===== config.mk =====
export PLATFORM = sky130hd
export DESIGN_NAME = pong_vga_renderer
export DESIGN_NICKNAME = d
export VERILOG_FILES = /design/src/rtl/pong_vga_renderer.sv
export SDC_FILE = /design/constraint.sdc
export NUM_CORES = 1
export LEC_CHECK = 0
export ABC_AREA = 1
export ABC_CLOCK_PERIOD_IN_PS = 4700
export CORE_ASPECT_RATIO = 0.7
export CORE_MARGIN = 2
export CORE_UTILIZATION = 40
export CTS_CLUSTER_SIZE = 24
export DETAILED_ROUTE_END_ITERATION = 10
export GPL_TIMING_DRIVEN = 0
export PLACE_DENSITY_LB_ADDON = 0.05
export SLEW_MARGIN = 10
export SYNTH_ARGS = -nofsm -noshare
export SYNTH_HDL_FRONTEND = slang
export SYNTH_SLANG_ARGS = --single-unit

===== constraint.sdc =====
create_clock -name clk -period 4.7 [get_ports clk]
set_input_delay 0.705 -clock clk [delete_from_list [all_inputs] [get_ports clk]]
set_output_delay 0.705 -clock clk [all_outputs]
set_load 0.02 [all_outputs]

===== src/rtl/pong_vga_renderer.sv =====
// 640x480@60 VGA raster generator for the pong playfield: owns the timing
// counters, snapshots game coordinates once per frame and draws ball/paddles/net.
module pong_vga_renderer #(
  parameter int H_ACTIVE  = 640,
  parameter int H_FP      = 16,
  parameter int H_SYNC    = 96,
  parameter int H_BP      = 48,
  parameter int V_ACTIVE  = 480,
  parameter int V_FP      = 10,
  parameter int V_SYNC    = 2,
  parameter int V_BP      = 33,
  parameter int BALL_SIZE = 8,
  parameter int PADDLE_W  = 8,
  parameter int PADDLE_H  = 64,
  parameter int PADDLE1_X = 16,
  parameter int PADDLE2_X = 616,
  parameter int COORD_W   = 10
) (
  input  logic               clk,
  input  logic               rst,
  input  logic               pix_ce,
  input  logic [COORD_W-1:0] ball_x,
  input  logic [COORD_W-1:0] ball_y,
  input  logic [COORD_W-1:0] paddle1,
  input  logic [COORD_W-1:0] paddle2,
  input  logic [1:0]         game_state,
  output logic               hsync,
  output logic               vsync,
  output logic [3:0]         vga_r,
  output logic [3:0]         vga_g,
  output logic [3:0]         vga_b,
  output logic               frame_tick
);

  typedef enum logic [1:0] {
    NEW_GAME = 2'd0,
    PLAY     = 2'd1,
    NEW_BALL = 2'd2,
    OVER     = 2'd3
  } game_state_t;

  localparam int H_TOTAL = H_ACTIVE + H_FP + H_SYNC + H_BP;
  localparam int V_TOTAL = V_ACTIVE + V_FP + V_SYNC + V_BP;

  localparam logic [COORD_W-1:0] H_LAST   = COORD_W'(H_TOTAL - 1);
  localparam logic [COORD_W-1:0] V_LAST   = COORD_W'(V_TOTAL - 1);
  localparam logic [COORD_W-1:0] V_SNAP   = COORD_W'(V_ACTIVE - 1);
  localparam logic [COORD_W-1:0] H_ACT_C  = COORD_W'(H_ACTIVE);
  localparam logic [COORD_W-1:0] V_ACT_C  = COORD_W'(V_ACTIVE);
  localparam logic [COORD_W-1:0] HS_START = COORD_W'(H_ACTIVE + H_FP);
  localparam logic [COORD_W-1:0] HS_END   = COORD_W'(H_ACTIVE + H_FP + H_SYNC - 1);
  localparam logic [COORD_W-1:0] VS_START = COORD_W'(V_ACTIVE + V_FP);
  localparam logic [COORD_W-1:0] VS_END   = COORD_W'(V_ACTIVE + V_FP + V_SYNC - 1);
  localparam logic [COORD_W-1:0] NET_L    = COORD_W'(H_ACTIVE / 2 - 2);
  localparam logic [COORD_W-1:0] NET_R    = COORD_W'(H_ACTIVE / 2 + 1);
  localparam logic [COORD_W-1:0] CNT_ONE  = COORD_W'(1);

  // Object extents are compared one bit wider so objects near the top of the
  // coordinate range get clipped instead of wrapping back onto row/column 0.
  localparam logic [COORD_W:0] BALL_EXT = (COORD_W+1)'(BALL_SIZE);
  localparam logic [COORD_W:0] PAD_H    = (COORD_W+1)'(PADDLE_H);
  localparam logic [COORD_W:0] PAD1_L   = (COORD_W+1)'(PADDLE1_X);
  localparam logic [COORD_W:0] PAD1_R   = (COORD_W+1)'(PADDLE1_X + PADDLE_W);
  localparam logic [COORD_W:0] PAD2_L   = (COORD_W+1)'(PADDLE2_X);
  localparam logic [COORD_W:0] PAD2_R   = (COORD_W+1)'(PADDLE2_X + PADDLE_W);

  logic [COORD_W-1:0] h_cnt, v_cnt;
  logic [COORD_W-1:0] snap_ball_x, snap_ball_y, snap_paddle1, snap_paddle2;
  game_state_t        snap_state;

  logic [COORD_W:0] h_ext, v_ext;
  logic [COORD_W:0] ball_x_ext, ball_y_ext, pad1_y_ext, pad2_y_ext;
  logic             active, ball_on, pad1_on, pad2_on, net_on, snap_point;
  logic [11:0]      pix_rgb;

  assign h_ext      = {1'b0, h_cnt};
  assign v_ext      = {1'b0, v_cnt};
  assign ball_x_ext = {1'b0, snap_ball_x};
  assign ball_y_ext = {1'b0, snap_ball_y};
  assign pad1_y_ext = {1'b0, snap_paddle1};
  assign pad2_y_ext = {1'b0, snap_paddle2};
  assign snap_point = (h_cnt == H_LAST) && (v_cnt == V_SNAP);

  // Pixel colour for the current counter position, highest-priority object wins.
  always_comb begin
    pix_rgb = 12'h000;
    active  = (h_cnt < H_ACT_C) && (v_cnt < V_ACT_C);
    ball_on = (snap_state != NEW_GAME)
              && (h_ext >= ball_x_ext) && (h_ext < ball_x_ext + BALL_EXT)
              && (v_ext >= ball_y_ext) && (v_ext < ball_y_ext + BALL_EXT);
    pad1_on = (h_ext >= PAD1_L) && (h_ext < PAD1_R)
              && (v_ext >= pad1_y_ext) && (v_ext < pad1_y_ext + PAD_H);
    pad2_on = (h_ext >= PAD2_L) && (h_ext < PAD2_R)
              && (v_ext >= pad2_y_ext) && (v_ext < pad2_y_ext + PAD_H);
    net_on  = (h_cnt >= NET_L) && (h_cnt <= NET_R) && !v_cnt[3];
    if (active) begin
      if (ball_on)
        pix_rgb = (snap_state == OVER) ? 12'hF00 : 12'hFFF;
      else if (pad1_on || pad2_on)
        pix_rgb = (snap_state == OVER) ? 12'hF00 : 12'h0FF;
      else if (net_on)
        pix_rgb = 12'h888;
    end
  end

  // Timing counters, registered sync/colour and the once-per-frame snapshot.
  always_ff @(posedge clk) begin
    if (rst) begin
      h_cnt        <= '0;
      v_cnt        <= '0;
      hsync        <= 1'b1;
      vsync        <= 1'b1;
      vga_r        <= 4'h0;
      vga_g        <= 4'h0;
      vga_b        <= 4'h0;
      frame_tick   <= 1'b0;
      snap_ball_x  <= '0;
      snap_ball_y  <= '0;
      snap_paddle1 <= '0;
      snap_paddle2 <= '0;
      snap_state   <= NEW_GAME;
    end else begin
      frame_tick <= 1'b0;
      if (pix_ce) begin
        if (h_cnt == H_LAST) begin
          h_cnt <= '0;
          v_cnt <= (v_cnt == V_LAST) ? '0 : v_cnt + CNT_ONE;
        end else begin
          h_cnt <= h_cnt + CNT_ONE;
        end
        hsync <= !((h_cnt >= HS_START) && (h_cnt <= HS_END));
        vsync <= !((v_cnt >= VS_START) && (v_cnt <= VS_END));
        vga_r <= pix_rgb[11:8];
        vga_g <= pix_rgb[7:4];
        vga_b <= pix_rgb[3:0];
        if (snap_point) begin
          snap_ball_x  <= ball_x;
          snap_ball_y  <= ball_y;
          snap_paddle1 <= paddle1;
          snap_paddle2 <= paddle2;
          snap_state   <= game_state_t'(game_state);
          frame_tick   <= 1'b1;
        end
      end
    end
  end

endmodule

* After elaboration in Yosys (flattened, before gate mapping)
Index checks and enable logic that the tools add are counted.
Word-level totals: register bits 77, bits of input ports 45, output and inout port bits 15, word-level logic and storage cells 77
Cells by class: add/sub/neg operators 6, $lt $le $gt $ge 20, eq/ne operators 4, mux-type cells 9, bitwise logic cells 1, reduce and logical (&&, ||, !) cells 24
Operators by type and width (count):
- 12-bit 2-to-1 mux | 5
- 10-bit by 11-bit < comparator with 1-bit output | 4
- 10-bit >= comparator | 4
- 10-bit by 4-bit adder with 11-bit output (second input constant) | 2
- 10-bit by 7-bit adder with 11-bit output (second input constant) | 2
- 10-bit by 1-bit adder with 10-bit output (second input constant) | 2
- 10-bit equality test (second input constant) | 2
- 10-bit >= comparator (second input constant) | 2
- 10-bit by 9-bit >= comparator with 1-bit output (second input constant) | 2
- 10-bit by 9-bit <= comparator with 1-bit output (second input constant) | 2
- 10-bit < comparator (second input constant) | 2
- 10-bit 2-to-1 mux | 2
- 1-bit logical AND | 16
- 10-bit by 9-bit equality test with 1-bit output (second input constant) | 1
- 10-bit by 5-bit >= comparator with 1-bit output (second input constant) | 1
- 10-bit <= comparator (second input constant) | 1
- 10-bit by 5-bit < comparator with 1-bit output (second input constant) | 1
- 10-bit by 9-bit < comparator with 1-bit output (second input constant) | 1
- 8-bit 2-to-1 mux | 1
- 2-bit AND reduction | 2
- 1-bit zero test | 3
- 2-bit equality test (second input constant) | 1
- 2-bit nonzero test | 1
- 2-bit OR reduction | 1
- other kinds (3) | 3

* Depth between registers and ports, before layout
Gate-level depths: netlist of the first run.
depth after elaboration 8, depth in mapped cells 17, gate-level depth less buffers 17

* Worst setup path before layout of the first run
OpenSTA, ideal clock, no wires.
path kind register -> register, from reg snap_ball_y[3], to reg vga_g[3], library setup time 0.132 ns, arrival 1.835 ns, required time 4.568 ns, slack 2.733 ns, stages on the path, launching flop included 17, path buffers 0, period minus slack after synthesis 1.967 ns, path through dfxtp_1 ha_1 nand2_1 nor2_1 nand3_1 xor2_1 ha_1 nand3b_1 nand2_1 nor2_1 nand2_1 nor2_1 nand2_1 nand2_1 nand2_1 nand2_1 a21oi_1
On the way: word-level cells in the longest chain between the ends 5, elaborated cells on any way between the ends 7, those cells by class 1 x add/sub; 2 x order compare; 2 x mux; 2 x reduce/logical
Ends and longest elaborated chain:
- start, declared | line 68 | logic [COORD_W-1:0] snap_ball_x, snap_ball_y, snap_paddle1, snap_paddle2;
- start signal, assigned | line 138 | snap_ball_y <= ball_y;
- 10-bit by 4-bit adder with 11-bit output / 10-bit >= comparator (equally long branches) | line 90 | && (v_ext >= ball_y_ext) && (v_ext < ball_y_ext + BALL_EXT);
- 10-bit by 11-bit < comparator with 1-bit output / 1-bit logical AND (equally long branches) | line 90
- 1-bit logical AND * | line 90
- 12-bit 2-to-1 mux * | line 97 | if (ball_on)
- 12-bit 2-to-1 mux * | line 96 | if (active) begin
- end signal, assigned | line 134 | vga_g <= pix_rgb[7:4];
- end, declared | line 30 | output logic [3:0] vga_g,
Every way passes the cells marked *; elsewhere a longest branch is shown, timed or not. A chain may end at the register's enable or synchronous reset.

* Worst setup path in the final report of the first run
from reg snap_ball_y[4], to reg vga_g[3]
Same word-level chain as after synthesis.

==> results of run 1 <==
==> Yosys cell counts (6+ instances only) <==
cell type	number
nand4_1	6
o21ai_0	53
nand2_1	123
xor2_1	13
a21oi_1	72
dfxtp_1	69
ha_1	72
inv_1	102
nand3_1	36
buf_4	8
nor3_1	11
clkbuf_1	13
nor2_1	73
==> power by group through the flow <==
| stage | Clock [mW] | Combinational, mW | Sequential (mW) |
|---|---|---|---|
| 2_1_floorplan | 0 | 0.0294 | 0.603 |
| 3_3_place_gp | 0 | 0.0789 | 0.603 |
| 3_5_place_dp | 0 | 0.0795 | 0.603 |
| 4_1_cts | 0.838 | 0.0804 | 0.590 |
| 5_1_grt | 0.862 | 0.0891 | 0.590 |
| 6_report | 0.828 | 0.0796 | 0.590 |
==> worst register-to-register path: stages (launching register included) <==
cell	delay, ns
dfxtp_1	0.37
ha_1	0.20
nand2_1	0.07
nor2_1	0.17
nand3_1	0.11
xor2_1	0.16
ha_1	0.29
nand3_1	0.14
nor2_1	0.05
nor2_1	0.08
nand2_1	0.07
nor2_1	0.10
nand2_1	0.18
nand2_1	0.11
nand2_1	0.05
nand2_1	0.06
a21oi_1	0.06
==> logic make-up (layout without fill, tap and decap cells) <==
kind of cell	Yosys count	after routing
simple gates	274	274
buf+inv	128	202
xor+xnor	17	17
compound gates	142	142
fa+ha+maj	72	72
flops	69	69
==> flip-flops by register name, indices dropped and copies added (netlist names), 10 cells and up <==
signal,cells
h_cnt,10
snap_ball_x,10
snap_ball_y,10
snap_paddle1,10
snap_paddle2,10
v_cnt,10
==> worst paths after layout <==
kind,start,to,cells past startpoint
min reg2reg,snap_paddle1[5]$_SDFFE_PP0P_,snap_paddle1[5]$_SDFFE_PP0P_,2
min,snap_paddle1[5]$_SDFFE_PP0P_,snap_paddle1[5]$_SDFFE_PP0P_,2
max reg2reg,snap_ball_y[4]$_SDFFE_PP0P_,vga_g[3]$_SDFFE_PP0P_,16
max,snap_ball_y[4]$_SDFFE_PP0P_,vga_g[3]$_SDFFE_PP0P_,16
==> stage by stage <==
| stage | instances | power (mW) | util | instance area [µm²] | setup WS (ns) |
|---|---|---|---|---|---|
| floorplan | 702 | 0.633 | - | 4940 | 2.73 |
| global placement | 917 | 0.682 | 0.481 | 5720 | 1.97 |
| detailed placement | 917 | 0.683 | 0.481 | 5720 | 1.98 |
| CTS | 933 | 1.51 | 0.511 | 6070 | 2.27 |
| global route | 933 | 1.54 | 0.511 | 6070 | 2.01 |
| finish | 933 | 1.50 | 0.511 | 6070 | 2.30 |
==> cell type report <==
type                            count  area (µm²)
Multi-Input combinational cell    505        3040
Buffer                             23         119
Clock inverter                      6         116
Inverter                          105         394
Sequential cell                    69        1380
Fill cell                        1171        5820
Tap cell                          157         196
Clock buffer                       10         239
Timing Repair Buffer               58         581
==> routing by layer <==
metal | up-vias | part of all wire | wire length (µm)
met5 | - | 0 | 0
met4 | 0 | 0.013 | 178
met3 | 17 | 0.049 | 673
met2 | 110 | 0.39 | 5410
met1 | 2088 | 0.54 | 7450
li1 | 2440 | - | -
==> results_dict.tcl, run 1 <==
set metrics [dict create \
    grt_pass1_wl_mm 22.5 \
    die_x_um 137 \
    whs_ns 0.457 \
    grt_pass1_vias 4433 \
    grt_max_degree 14 \
    yosys_warnings 0 \
    rsz0062_at_grt "false" \
    totalWireLength_mm 13.7 \
    synth_cells 702 \
    grt_busiest_layer "met1" \
    overflow 0 \
    die_area_um2 13300 \
    layout_min_cycle_time_ns 2.40 \
    gp_congestion 0.924 \
    core_um2 11900 \
    power_leakage_nw 2.72 \
    fin_worst_skew_ns 0.0129 \
    swShare 0.219 \
    clockPowerShare 0.553 \
    cts_made_buffers 9 \
    power.density_nw_per_um2 247 \
    root_buffer "clkbuf_16" \
    synth-seq-area-share 0.280 \
    grt_use_met3 0.0456 \
    cp_top_family "simple AND/OR/NAND/NOR gates" \
    slowest_delay_ns 0.37 \
    grt_antenna_before_repair 0 \
    status "finished clean" \
    fin_setup_tns_ns 0 \
    async_flop_share 0 \
    die_h_um 97.0 \
    htreeDepth 3 \
    synth_edf_count 0 \
    synth_fp_nets 819 \
    cts_sinks 69 \
    synth_area_per_cell_um2 7.03 \
    min_period_over_period 0.511 \
    via_per_inst 4.99 \
    cap_violations 0 \
    startpoint_type "flop" \
    vias 4655 \
    final_common_cell "nand2_1" \
    tightest_slew_ns 0.680 \
    drv_slew 0 \
    power.internal_mw 1.17 \
    wire_per_inst_um 14.7 \
    area.growth.synth_to_final_pct 22.9 \
    combPwrFrac 0.053 \
    drt-initial-drc-count 255 \
    yosysTopAreaCell "dfxtp_1" \
    final_nets 888 \
    critical_path_buf_inv_count 0 \
    cts_tree "built" \
    ant_nets 0 \
    synth_top_area_frac 0.280 \
    synth_simple_gate_area_share 0.250 \
    path_max_fanout 4 \
    max-vdd-ir-drop_v 0.000164 \
    hp-class "flop to flop" \
    mostFrequentLayoutCells "nand2_1, inv_1, nor2_1" \
    setup_viol 0 \
    yosys.cell_types.count 36 \
    antenna_cells 0 \
    endpoint_kind "flop" \
    dp_hpwl_mm 10.5 \
    rows 33 \
    synth_xor_area_frac 0.0301 \
    postCtsHoldBufs 0 \
    cts_buffer_depth 2 \
    path_cells "ha_1 > nand2_1 > nor2_1 > nand3_1 > xor2_1 > ha_1 > nand3_1 > nor2_1 > nor2_1 > nand2_1 > nor2_1 > nand2_1 > nand2_1 > nand2_1 > nand2_1 > a21oi_1" \
    crit_path_top_delay_cell "dfxtp_1" \
    fmax_mhz 416 \
    grt_use_total 0.218 \
    drive_gt1_frac 0.0554 \
    p_sw_uw 328 \
    r2r_slack_ns 2.30 \
    drcViolationCount 0 \
    firstDrtPassIters 5 \
    grt_util_met1 0.326 \
    clk_latency_ns 0.35 \
    synthMuxAreaShare 0 \
    start_util 0.415 \
    cts_resized 0 \
    ys.flop_type "dfxtp_1" \
    synth_top_family_by_area "simple AND/OR/NAND/NOR gates" \
    crit_required_ns 4.91 \
    finalHoldViolCount 0 \
    crit_type "flop to flop" \
    synthAdderAreaFrac 0.182 \
    mappedNetlistArea_um2 4940 \
    io_pins 60 \
    cts_setup_buffers 0 \
    clk_pin_slew_ns 0.07 \
    port_buffers 58 \
    arrival_ns 2.61 \
    slew_headroom 0.535 \
    ys_ff_latch 69 \
    cpMostUsedCell "nand2_1" \
    ys_top_cells_by_area "dfxtp_1, ha_1, nand2_1" \
    seq_power_share 0.394 \
    synth_compound_area_frac 0.154 \
    met2_usage 0.316 \
]
No activity file was read; power rests on OpenSTA's default activity.
==> inputs of run 2 (changes only) <==
- ABC_CLOCK_PERIOD_IN_PS: 4700 -> 2450
- clock period: 4.7 -> 2.45 ns (I/O delays scaled with it)
==> run 2 against run 1 <==
Compared with the run above: setup slack got worse by 2.1 ns; clock skew barely moved; highest routed layer unchanged; largest cell class unchanged; register-to-register slack got worse by 2.1 ns; critical path type unchanged.
==> results_dict.tcl, run 2 (synthesis results as in run 1) <==
set metrics [dict create \
    min_period_over_period 0.932 \
    grt_use_met3 0.0456 \
    arrival_ns 2.56 \
    root_buffer "clkbuf_16" \
    ant_nets 0 \
    htreeDepth 3 \
    die_x_um 137 \
    clk_pin_slew_ns 0.07 \
    layout_min_cycle_time_ns 2.28 \
    grt_max_degree 14 \
    slew_headroom 0.535 \
    rows 33 \
    cts_tree "built" \
    firstDrtPassIters 5 \
    overflow 0 \
    stdcell_count 936 \
    startpoint_type "flop" \
    fmax_mhz 438 \
    fin_worst_skew_ns 0.0133 \
    area.growth.synth_to_final_pct 24.5 \
    wire_per_inst_um 14.8 \
    grt_pass1_vias 4433 \
    dp_hpwl_mm 10.5 \
    p_total_mw 2.88 \
    port_buffers 58 \
    whs_ns 0.458 \
    cts_sinks 69 \
    drcViolationCount 0 \
    drv_slew 0 \
    io_pins 60 \
    final_nets 891 \
    status "finished clean" \
    final_common_cell "nand2_1" \
    fillers 1163 \
    gp_congestion 0.924 \
    power_leakage_nw 2.73 \
    max-vdd-ir-drop_v 0.000316 \
    endpoint_kind "flop" \
    path_max_fanout 4 \
    grt_antenna_before_repair 0 \
    postCtsHoldBufs 0 \
    core_um2 11900 \
    antenna_cells 0 \
    hp-class "flop to flop" \
    met2_usage 0.316 \
    crit_required_ns 2.73 \
    drt-initial-drc-count 252 \
    mostFrequentLayoutCells "nand2_1, inv_1, a21oi_1" \
    crit_type "flop to flop" \
    cts_buffer_depth 2 \
    hp-start "snap_paddle1[5]$_SDFFE_PP0P_" \
    totalWireLength_mm 13.8 \
    cap_violations 0 \
    tightest_slew_ns 0.680 \
    r2r_slack_ns 0.17 \
    clk_latency_ns 0.35 \
    holdPathEnd "snap_paddle1[5]$_SDFFE_PP0P_" \
    grt_util_met1 0.326 \
    drive_gt1_frac 0.0745 \
    die_area_um2 13300 \
    r2r-start "snap_ball_x[3]$_SDFFE_PP0P_" \
    power.density_nw_per_um2 468 \
    via_per_inst 4.95 \
    grt_busiest_layer "met1" \
    dpl.cell_count 917 \
    fin_setup_tns_ns 0 \
    grt_use_total 0.218 \
    reg2reg_to "vga_r[3]$_SDFFE_PP0P_" \
    min_path_cells 2 \
    vias 4637 \
    finalHoldViolCount 0 \
    grt_pass1_wl_mm 22.5 \
    worstRegToRegCells 15 \
    setup_viol 0 \
    start_util 0.415 \
    die_h_um 97.0 \
    cts_made_buffers 9 \
]
-- run 2: worst max path at each step --
stage,startpoint,endpoint,depth (start not counted)
floorplan,snap_ball_y[3]$_SDFFE_PP0P_,vga_g[3]$_SDFFE_PP0P_,16
detailed placement,v_cnt[7]$_SDFFE_PP0P_,snap_ball_x[9]$_SDFFE_PP0P_,6
global placement,pix_ce,snap_ball_x[9]$_SDFFE_PP0P_,7
global route,snap_ball_y[5]$_SDFFE_PP0P_,vga_g[3]$_SDFFE_PP0P_,16
CTS,v_cnt[7]$_SDFFE_PP0P_,snap_ball_x[9]$_SDFFE_PP0P_,6
finish,snap_ball_x[3]$_SDFFE_PP0P_,vga_r[3]$_SDFFE_PP0P_,15
-- run 2: what timing repair did --
item | CTS | global route
endpoints found under the setup margin | 0 | 20
setup buffers | 0 | 3
gates resized for setup | 0 | 17
-- run 2: through the flow --
stage / setup WS [ns] / cell area, µm² / utilization
2_1_floorplan: 0.483 / 4940 / -
3_3_place_gp: 0.0598 / 5720 / 0.481
3_5_place_dp: 0.0583 / 5720 / 0.481
4_1_cts: 0.0238 / 6070 / 0.511
5_1_grt: -0.0236 / 6150 / 0.517
6_report: 0.166 / 6150 / 0.517
-- run 2: worst max-delay path: stages (launching register included) --
cell     delay (ns)
dfxtp_1        0.38
ha_2           0.20
nand2_1        0.06
nor2_2         0.12
nand3_1        0.10
xor2_1         0.19
ha_1           0.26
nand2_1        0.08
nor2_1         0.04
nor2_1         0.08
nand3_1        0.11
nor2_1         0.14
nand2_2        0.13
nand2_1        0.09
nand2_1        0.09
a21oi_1        0.14
-- run 2: layer usage --
metal / vias up / wire (µm)
met4: 0 / 172
li1: 2447 / -
met2: 95 / 5510
met3: 17 / 592
met1: 2078 / 7530
met5: - / 0
-- run 2: area by class of cell --
type | instances | area (µm²) | share of cell area
Clock inverter | 6 | 116 | 0.0189
Inverter | 105 | 394 | 0.0641
Tap cell | 157 | 196 | 0.0320
Timing Repair Buffer | 61 | 603 | 0.0981
Buffer | 23 | 119 | 0.0193
Multi-Input combinational cell | 505 | 3090 | 0.502
Clock buffer | 10 | 239 | 0.0389
Sequential cell | 69 | 1390 | 0.226
-- run 2: power by group --
group | total [mW] | internal [mW] | switching [mW]
registers | 1.13 | 1.12 | 0.00552
clock network | 1.59 | 1.03 | 0.561
logic | 0.153 | 0.0844 | 0.0683
total | 2.88 | 2.24 | 0.635
